==> src/rtl/accum_feeder_if.sv <==
// Bundle of the sample stream, accumulator control and result handshake
// signals shared between accum_feeder and its environment.
interface accum_feeder_if #(
  parameter int DATA_W = 32,
  parameter int DEPTH  = 8
);
  logic [DATA_W-1:0]      in_data;
  logic                   in_last;
  logic                   in_valid;
  logic                   in_ready;
  logic [DATA_W-1:0]      acc_data;
  logic                   acc_enable;
  logic                   acc_clear;
  logic [DATA_W-1:0]      acc_accum;
  logic [DATA_W-1:0]      res_data;
  logic                   res_valid;
  logic                   res_ready;
  logic [$clog2(DEPTH):0] fifo_count;

  modport master (
    output in_data, in_last, in_valid, acc_accum, res_ready,
    input  in_ready, acc_data, acc_enable, acc_clear, res_data, res_valid, fifo_count
  );

  modport slave (
    input  in_data, in_last, in_valid, acc_accum, res_ready,
    output in_ready, acc_data, acc_enable, acc_clear, res_data, res_valid, fifo_count
  );
endinterface

==> src/rtl/accum_feeder.sv <==
// Buffers a framed sample stream, feeds it to the accumulator and captures
// each frame sum into a valid/ready result slot.
//   state   | meaning
//   S_ISSUE | pop FIFO beats into the accumulator until a last beat leaves
//   S_WAIT  | let the accumulator settle, capture once the slot is free
//   S_CLEAR | acc_clear high for one cycle; next frame starts from zero
module accum_feeder #(
  parameter int DATA_W     = 32,
  parameter int DEPTH      = 8,
  parameter int ACC_LAT    = 1,
  parameter bit AUTO_CLEAR = 1'b1
) (
  input logic           clk,
  input logic           reset_n,
  accum_feeder_if.slave bus
);
  localparam int AW = $clog2(DEPTH);
  localparam int CW = $clog2(ACC_LAT + 1);

  typedef enum logic [1:0] {
    S_ISSUE = 2'd0,
    S_WAIT  = 2'd1,
    S_CLEAR = 2'd2
  } state_t;

  state_t            r_state, w_state_nxt;
  logic [DATA_W:0]   r_mem [DEPTH];
  logic [AW-1:0]     r_wr_ptr, r_rd_ptr;
  logic [AW:0]       r_count;
  logic [CW-1:0]     r_cnt, w_cnt_nxt;
  logic [DATA_W-1:0] r_acc_data, r_res_data;
  logic              r_acc_enable, r_acc_clear, r_res_valid;
  logic              w_full, w_ready, w_push, w_pop, w_capture;
  logic [DATA_W-1:0] w_head_data;
  logic              w_head_last;

  assign w_full  = (r_count == (AW+1)'(DEPTH));
  assign w_ready = reset_n && !w_full;
  assign w_push  = bus.in_valid && w_ready;
  assign {w_head_last, w_head_data} = r_mem[r_rd_ptr];

  always_ff @(posedge clk) begin
    if (w_push) r_mem[r_wr_ptr] <= {bus.in_last, bus.in_data};
  end

  always_ff @(posedge clk or negedge reset_n) begin
    if (!reset_n) begin
      r_wr_ptr <= '0;
      r_rd_ptr <= '0;
      r_count  <= '0;
    end else begin
      if (w_push) r_wr_ptr <= r_wr_ptr + AW'(1);
      if (w_pop)  r_rd_ptr <= r_rd_ptr + AW'(1);
      if (w_push && !w_pop)      r_count <= r_count + (AW+1)'(1);
      else if (!w_push && w_pop) r_count <= r_count - (AW+1)'(1);
    end
  end

  always_ff @(posedge clk or negedge reset_n) begin
    if (!reset_n) begin
      r_state <= S_ISSUE;
      r_cnt   <= '0;
    end else begin
      r_state <= w_state_nxt;
      r_cnt   <= w_cnt_nxt;
    end
  end

  always_comb begin
    w_state_nxt = r_state;
    w_cnt_nxt   = r_cnt;
    w_pop       = 1'b0;
    w_capture   = 1'b0;
    case (r_state)
      S_ISSUE: begin
        if (r_count != '0) begin
          w_pop = 1'b1;
          if (w_head_last) begin
            w_state_nxt = S_WAIT;
            w_cnt_nxt   = CW'(ACC_LAT);
          end
        end
      end
      S_WAIT: begin
        // Holding here with the counter at zero is safe: nothing is enabled,
        // so the accumulator sum cannot move while the slot is occupied.
        if (r_cnt != '0) begin
          w_cnt_nxt = r_cnt - CW'(1);
        end else if (!r_res_valid || bus.res_ready) begin
          w_capture   = 1'b1;
          w_state_nxt = AUTO_CLEAR ? S_CLEAR : S_ISSUE;
        end
      end
      S_CLEAR: w_state_nxt = S_ISSUE;
      default: w_state_nxt = S_ISSUE;
    endcase
  end

  always_ff @(posedge clk or negedge reset_n) begin
    if (!reset_n) begin
      r_acc_data   <= '0;
      r_acc_enable <= 1'b0;
      r_acc_clear  <= 1'b0;
      r_res_data   <= '0;
      r_res_valid  <= 1'b0;
    end else begin
      r_acc_enable <= w_pop;
      if (w_pop) r_acc_data <= w_head_data;
      r_acc_clear  <= w_capture && AUTO_CLEAR;
      if (w_capture) begin
        r_res_data  <= bus.acc_accum;
        r_res_valid <= 1'b1;
      end else if (bus.res_ready) begin
        r_res_valid <= 1'b0;
      end
    end
  end

  assign bus.in_ready   = w_ready;
  assign bus.acc_data   = r_acc_data;
  assign bus.acc_enable = r_acc_enable;
  assign bus.acc_clear  = r_acc_clear;
  assign bus.res_data   = r_res_data;
  assign bus.res_valid  = r_res_valid;
  assign bus.fifo_count = r_count;
endmodule

==> src/flat_wrapper.sv <==
// flat-port wrapper written by rule: the top's interface ports become plain ports
module accum_feeder_flat 
#(
  parameter int DATA_W     = 32,
  parameter int DEPTH      = 8,
  parameter int ACC_LAT    = 1,
  parameter bit AUTO_CLEAR = 1'b1
)
  (clk, reset_n, bus_in_data, bus_in_last, bus_in_valid, bus_acc_accum, bus_res_ready, bus_in_ready, bus_acc_data, bus_acc_enable, bus_acc_clear, bus_res_data, bus_res_valid, bus_fifo_count);
  accum_feeder_if #(.DATA_W(DATA_W), .DEPTH(DEPTH)) bus_i ();
  input logic clk;
  input logic reset_n;
  input wire logic [$bits(bus_i.in_data)-1:0] bus_in_data;
  input wire logic [$bits(bus_i.in_last)-1:0] bus_in_last;
  input wire logic [$bits(bus_i.in_valid)-1:0] bus_in_valid;
  input wire logic [$bits(bus_i.acc_accum)-1:0] bus_acc_accum;
  input wire logic [$bits(bus_i.res_ready)-1:0] bus_res_ready;
  output wire logic [$bits(bus_i.in_ready)-1:0] bus_in_ready;
  output wire logic [$bits(bus_i.acc_data)-1:0] bus_acc_data;
  output wire logic [$bits(bus_i.acc_enable)-1:0] bus_acc_enable;
  output wire logic [$bits(bus_i.acc_clear)-1:0] bus_acc_clear;
  output wire logic [$bits(bus_i.res_data)-1:0] bus_res_data;
  output wire logic [$bits(bus_i.res_valid)-1:0] bus_res_valid;
  output wire logic [$bits(bus_i.fifo_count)-1:0] bus_fifo_count;
  assign bus_i.in_data = bus_in_data;
  assign bus_i.in_last = bus_in_last;
  assign bus_i.in_valid = bus_in_valid;
  assign bus_i.acc_accum = bus_acc_accum;
  assign bus_i.res_ready = bus_res_ready;
  assign bus_in_ready = bus_i.in_ready;
  assign bus_acc_data = bus_i.acc_data;
  assign bus_acc_enable = bus_i.acc_enable;
  assign bus_acc_clear = bus_i.acc_clear;
  assign bus_res_data = bus_i.res_data;
  assign bus_res_valid = bus_i.res_valid;
  assign bus_fifo_count = bus_i.fifo_count;
  accum_feeder #(.DATA_W(DATA_W), .DEPTH(DEPTH), .ACC_LAT(ACC_LAT), .AUTO_CLEAR(AUTO_CLEAR)) u_core (.clk(clk), .reset_n(reset_n), .bus(bus_i));
endmodule
==> config.mk <==
export PLATFORM = sky130hd
export DESIGN_NAME = accum_feeder_flat
export DESIGN_NICKNAME = d
export VERILOG_FILES = /design/src/rtl/accum_feeder_if.sv /design/src/rtl/accum_feeder.sv /design/src/flat_wrapper.sv
export SDC_FILE = /design/constraint.sdc
export NUM_CORES = 1
export LEC_CHECK = 0
export ABC_AREA = 1
export CAP_MARGIN = 40
export CORE_MARGIN = 8
export CORE_UTILIZATION = 48
export DETAILED_ROUTE_END_ITERATION = 8
export PLACE_DENSITY_LB_ADDON = 0.3
export RECOVER_POWER = 25
export SLEW_MARGIN = 5
export SYNTH_ARGS = -nofsm -noshare
export SYNTH_HDL_FRONTEND = slang
export SYNTH_SLANG_ARGS = --single-unit
==> constraint.sdc <==
create_clock -name clk -period 2.9 [get_ports clk]
set_clock_uncertainty 0.05 [all_clocks]
set_input_delay 0.725 -clock clk [delete_from_list [all_inputs] [get_ports clk]]
set_output_delay 0.725 -clock clk [all_outputs]
set_load 0.005 [all_outputs]
# After elaboration in Yosys (flattened, before gate mapping)
# Memories as Yosys holds them, arrays and structs flattened.
# Cells that the tools add are included.
# op_classes
n_reduce_logical	16
muxes	20
eq_ne	6
add_sub_neg	5
# ops
operator	n
$mux W1	12
$mux W2	4
$mux W4	2
$add A3 B1 Y3 const B	2
$ne A2 B1 Y1 const B	3
$reduce_bool A2 Y1	3
$add A4 B1 Y4 const B	1
$eq A4 B4 Y1 const B	1
$logic_and A1 B1 Y1	4
$logic_not A1 Y1	4
$pmux W2 S2	1
$reduce_and A4 Y1	1
$reduce_bool A4 Y1	1
$sub A4 B1 Y4 const B	1
$reduce_and A3 Y1	1
$eq A2 B1 Y1 const B	1
$logic_not A2 Y1	1
$ne A2 B2 Y1 const B	1
$pmux W1 S2	1
$logic_or A1 B1 Y1	1
$sub A1 B1 Y1 const B	1
# word_totals
ramBits	264
inputBits	69
output_inout_bits	72
elab_cells	58
memories	1
ff_bits	80
# memory_table
name	depth	word_bits	rd	rd_ports_with_merged_regs	wr	line	rtl
u_core.r_mem	8	33	1	0	1	accum_feeder.sv:27	logic [DATA_W:0] r_mem [DEPTH];

# Depth between registers and ports, before layout
# depth
depth_word	8
depth_mapped	12
depth_no_buf	12

# Worst setup path before layout
# OpenSTA, ideal clock, no wires.
# synth_path
path_kind	in2reg
start	input reset_n
end	memory u_core.r_mem[0][0] in the netlist's numbering (enable)
n_path_buf	0
setup_ns	0.423
t_required_ns	2.427
path_stages	5
arrival_time_ns	2.750
setup_slack_ns	-0.323
path_cell_list	inv_1 -> a31oi_1 -> nand2_1 -> or2_1 -> nor2_1
# synth_between
elab_chain_cells	4
# synth_rtl
item	line	rtl
start, declared	flat_wrapper.sv:12	input logic reset_n;
$logic_and A1 B1 Y1	accum_feeder.sv:38	assign w_ready = reset_n && !w_full;
via bus_in_ready	flat_wrapper.sv:18	output wire logic [$bits(bus_i.in_ready)-1:0] bus_in_ready;
$logic_and A1 B1 Y1	accum_feeder.sv:39	assign w_push = bus.in_valid && w_ready;
$mux W1	accum_feeder.sv:43	if (w_push) r_mem[r_wr_ptr] <= {bus.in_last, bus.in_data};
$mux W1 (not written as such)	accum_feeder.sv:43	
end, declared	accum_feeder.sv:27	
# The timed path passes the listed nets, and every way through them passes these cells.

# Final worst setup path
# layout_path
start	register u_core.r_count[1] (netlist: u_core.bus.fifo_count[1])
end	output bus_in_ready
# layout_between
elab_chain_cells	3
# layout_rtl
item	line	rtl
start, declared	accum_feeder.sv:29	logic [AW:0] r_count;
start signal, assigned	accum_feeder.sv:54	if (w_push && !w_pop) r_count <= r_count + (AW+1)'(1);
start signal, assigned	accum_feeder.sv:55	else if (!w_push && w_pop) r_count <= r_count - (AW+1)'(1);
$eq A4 B4 Y1	accum_feeder.sv:37	assign w_full = (r_count == (AW+1)'(DEPTH));
$logic_not A1 Y1	accum_feeder.sv:38	
$logic_and A1 B1 Y1	accum_feeder.sv:38	
end, declared	flat_wrapper.sv:18	
# No other way between the ends.

==> results.sh <==
export IMPL_outcome="finished, final reports clean"
export IMPL_synth_cell_area_sq_mm=0.0133
export IMPL_vias=8542
export IMPL_drt_iter0_drc=702
export IMPL_cts_buffers_inserted=36
export IMPL_die_h_um=182
export IMPL_ctsResizeCount=0
export IMPL_die_area_sq_mm=0.0332
export IMPL_cts_num_sinks=344
export IMPL_reg2reg_from="u_core.bus.fifo_count[1]"
export IMPL_netlist_area_leader_share_pct=59.8
export IMPL_critPathCaptureType="output pin"
export IMPL_met2_wirelength_mm=13.9
export IMPL_flow_area_growth_from_synthesis_pct=22.5
export IMPL_timing_critical_path_slowest_stage_cell="sky130_fd_sc_hd__clkdlybuf4s50_1"
export IMPL_maxSlewViolCount=0
export IMPL_clk_latency_ns=0.50
export IMPL_min_delay_path_class="reg2reg"
export IMPL_max_clock_path_buffers=3
export IMPL_tns_ns=0
export IMPL_number_of_instances_in_the_synthesized_netlist=1045
export IMPL_asr_flop_ratio_synth_pct=23.3
export IMPL_crit_path_start="u_core.bus.fifo_count[1]"
export IMPL_core_area_sq_mm=0.0275
export IMPL_placement_io_buffers=140
export IMPL_clock_pin_slew_of_the_registers_on_the_worst_case_setup_and_hold_paths_ns=0.05
export IMPL_postSynthNetCount=1120
export IMPL_final_critical_period_ns=2.51
export IMPL_grt_remaining_overflow=0
export IMPL_wirelength_mm=30.0
export IMPL_finalCritPeriodShare_pct=86.6
export IMPL_hold_path_startpoint="u_core.bus.res_data[0]"
export IMPL_max_slew_worst_pin_slew_ns=1.23
export IMPL_cts_htree_levels=2
export IMPL_yosysMostFrequentCell="sky130_fd_sc_hd__edfxtp_1"
export IMPL_max_cap_violations=0
export IMPL_yosys_warnings=0
export IMPL_drcViolationCount=0
export IMPL_postRouteAntennaNets=0
export IMPL_grt_pass1_vias=8622
export IMPL_clock_root_buffer="sky130_fd_sc_hd__clkbuf_16"
export IMPL_area_of_the_multi_input_gates_sq_mm=0.00299
export IMPL_finalCoreUtilization_pct=59.1
export IMPL_worst_path_max_fanout=5
export IMPL_gr_util_all_layers_pct=18.1
export IMPL_wire_length_of_the_first_global_routing_pass_mm=48.0
export IMPL_vias_per_cell=5.45
export IMPL_synthDominantAreaCellType="sky130_fd_sc_hd__edfxtp_1"
export IMPL_cp_num_buf_inv=1
export IMPL_worst_ir_drop_on_vdd_v=0.000588
export IMPL_hold_viol_final=0
export IMPL_synth_avg_cell_area_sq_um=12.7
export IMPL_drt_pre_antenna_iters=5
export IMPL_cts_tree="done"
export IMPL_design_final_nets=1269
export IMPL_power_per_cell_area_mw_per_mm2=1020
export IMPL_max_clock_freq_mhz=398
export IMPL_final_layout_size_suffix_gt1_share_pct=8.20
export IMPL_yosys_cell_types_count=24
export IMPL_worst_case_hold_slack_ns=0.419
export IMPL_initial_utilization_pct=48.2
export IMPL_place_gp_congestion=0.801
export IMPL_synth_yosys_seq_area_share_pct=74.9
export IMPL_worstPathArrival_ns=1.74
export IMPL_m1_wire_length_mm=13.5
export IMPL_setup_repair_after_global_routing_missed_its_margin="no"
export IMPL_number_of_hold_buffers_added_after_cts=0
export IMPL_required_time_reported_for_the_critical_path_endpoint_ns=2.12
export IMPL_remaining_max_slew_budget_at_the_tightest_pin_pct=17.9
export IMPL_count_of_flip_flops_with_a_built_in_enable_after_synthesis=264
export IMPL_fill_cells=2158
export IMPL_avgRoutedWirePerCell_um=19.1
export IMPL_top_signal_layer_used="met5"
export IMPL_io_pin_count=141
export IMPL_finalSetupViolCount=0
export IMPL_ff_latch_area_sq_mm=0.00994
export IMPL_grt_start_max_net_pins=134
export IMPL_detailedPlacementHpwl_mm=18.2
export IMPL_synth_top_cells_by_area="sky130_fd_sc_hd__edfxtp_1 60%, sky130_fd_sc_hd__dfrtp_1 15%, sky130_fd_sc_hd__nand2_1 5.4%"
export IMPL_antenna_found_initial=2
export IMPL_static_leakage_power_nw=5.94
export IMPL_yosys_register_bits=344
export IMPL_placementRows=61
export IMPL_post_cts_setup_driven_buffer_insertion_count=0
export IMPL_cp_start_kind="flop"
export IMPL_timing_worst_setup_path_type="reg2out"
export IMPL_die_width_um=182
export IMPL_critical_path_top_delay_family="buffers and inverters"
export IMPL_timing_critical_path_cells="nor2_1 > a31oi_1 > clkdlybuf4s50_1"
export IMPL_postSynth_topFlopCell="sky130_fd_sc_hd__edfxtp_1"
export IMPL_crit_path_max_incr_delay_ns=0.53
export IMPL_synthTopCellsByCount="264 x sky130_fd_sc_hd__edfxtp_1, 191 x sky130_fd_sc_hd__nand2_1, 172 x sky130_fd_sc_hd__nor2_1"
export IMPL_detailroute_wirelength_met3_mm=2.13
-- metal layers --
metal	vias up	global-route usage [%]
met1	4166	24.9
li1	4012	-
met5	-	0
met2	310	29.1
met4	2	4.53
met3	52	3.76
-- tightest hold or removal path, stage by stage (launching register included) --
cell                      delay [ns]
sky130_fd_sc_hd__dfrtp_1        0.34
sky130_fd_sc_hd__nand2_1        0.05
sky130_fd_sc_hd__nand2_1        0.05
-- sequential cells by signal, summed over array words and instances, names as in the netlist --
name	cells
u_core.r_mem	264
u_core.bus.acc_data	32
u_core.bus.res_data	32
u_core.bus.fifo_count	4
u_core.r_rd_ptr	3
u_core.r_wr_ptr	3
u_core.r_state	2
u_core.bus.acc_clear	1
u_core.bus.acc_enable	1
u_core.bus.res_valid	1
u_core.r_cnt	1
-- per-stage QoR --
stage	power, mW	instance area (sq um)	worst slack (ns)	cells
final	16.5	16200	0.388	1567
after global routing	17.6	16200	0.261	1566
after CTS	16.7	16200	0.350	1566
after detailed placement	12.6	15200	0.176	1502
after global placement	12.4	15200	0.172	1502
after floorplan	10.0	13300	-0.323	1045
-- placed cells by master, fill, tap and decap left out, types with 2 or more instances in the layout --
master	n
sky130_fd_sc_hd__o21ai_1	16
sky130_fd_sc_hd__buf_4	22
sky130_fd_sc_hd__o211ai_1	32
sky130_fd_sc_hd__dfrtp_1	77
sky130_fd_sc_hd__o21ai_0	116
sky130_fd_sc_hd__inv_6	2
sky130_fd_sc_hd__a21oi_1	3
sky130_fd_sc_hd__dlygate4sd3_1	23
sky130_fd_sc_hd__clkbuf_1	15
sky130_fd_sc_hd__clkinv_2	5
sky130_fd_sc_hd__o221ai_1	32
sky130_fd_sc_hd__clkinv_1	6
sky130_fd_sc_hd__clkdlybuf4s50_1	116
sky130_fd_sc_hd__clkbuf_16	37
sky130_fd_sc_hd__nand4_1	2
sky130_fd_sc_hd__ha_1	5
sky130_fd_sc_hd__nor2_1	163
sky130_fd_sc_hd__nor2_4	8
sky130_fd_sc_hd__edfxtp_1	264
sky130_fd_sc_hd__xor2_1	4
sky130_fd_sc_hd__xnor2_1	2
sky130_fd_sc_hd__nand3_1	39
sky130_fd_sc_hd__inv_2	10
sky130_fd_sc_hd__buf_12	9
sky130_fd_sc_hd__inv_1	11
sky130_fd_sc_hd__nand2_1	190
sky130_fd_sc_hd__dfrtp_2	2
-- power by group --
| part | switching (mW) | leakage, nW | internal [mW] |
|---|---|---|---|
| clock | 1.76 | 0.511 | 2.35 |
| sequential | 0.384 | 3.36 | 6.21 |
| combinational | 3.51 | 2.07 | 2.28 |
| total | 5.65 | 5.94 | 10.8 |
-- area by class of cell --
type | count | area share (%)
Antenna cell | 1 | 0.0154
Timing Repair Buffer | 172 | 10.8
Clock inverter | 13 | 0.401
Inverter | 22 | 0.524
Tap cell | 346 | 2.67
Multi-Input combinational cell | 618 | 18.4
Clock buffer | 51 | 6.03
Sequential cell | 344 | 61.2
-- final timing paths --
kind / to / slack (ns) / cells after the start
max in group asynchronous: u_core.r_rd_ptr[0] / 0.73 / 3
worst min register to register: u_core.bus.res_data[0] / 0.42 / 2
worst min-delay path: u_core.bus.res_data[0] / 0.42 / 2
worst max register to register: u_core.bus.fifo_count[3] / 0.61 / 12
worst max-delay path: bus_in_ready / 0.39 / 3
min in group asynchronous: u_core.bus.acc_data[23] / 0.54 / 2
-- cell families (layout without fill, tap and decap cells) --
group | after synthesis | after routing | share of synthesized area, %
AND/OR/NAND/NOR | 405 | 405 | 11.9
adder cells (fa/ha/maj) | 6 | 6 | 0.623
AO/OA/AOI/OAI | 200 | 200 | 9.07
XOR/XNOR | 6 | 6 | 0.396
other | 0 | 1 | 0
buffers and inverters | 83 | 258 | 3.02
flip-flops | 344 | 344 | 74.9
multiplexers | 1 | 1 | 0.0849
No activity file was read; power rests on OpenSTA's default activity.
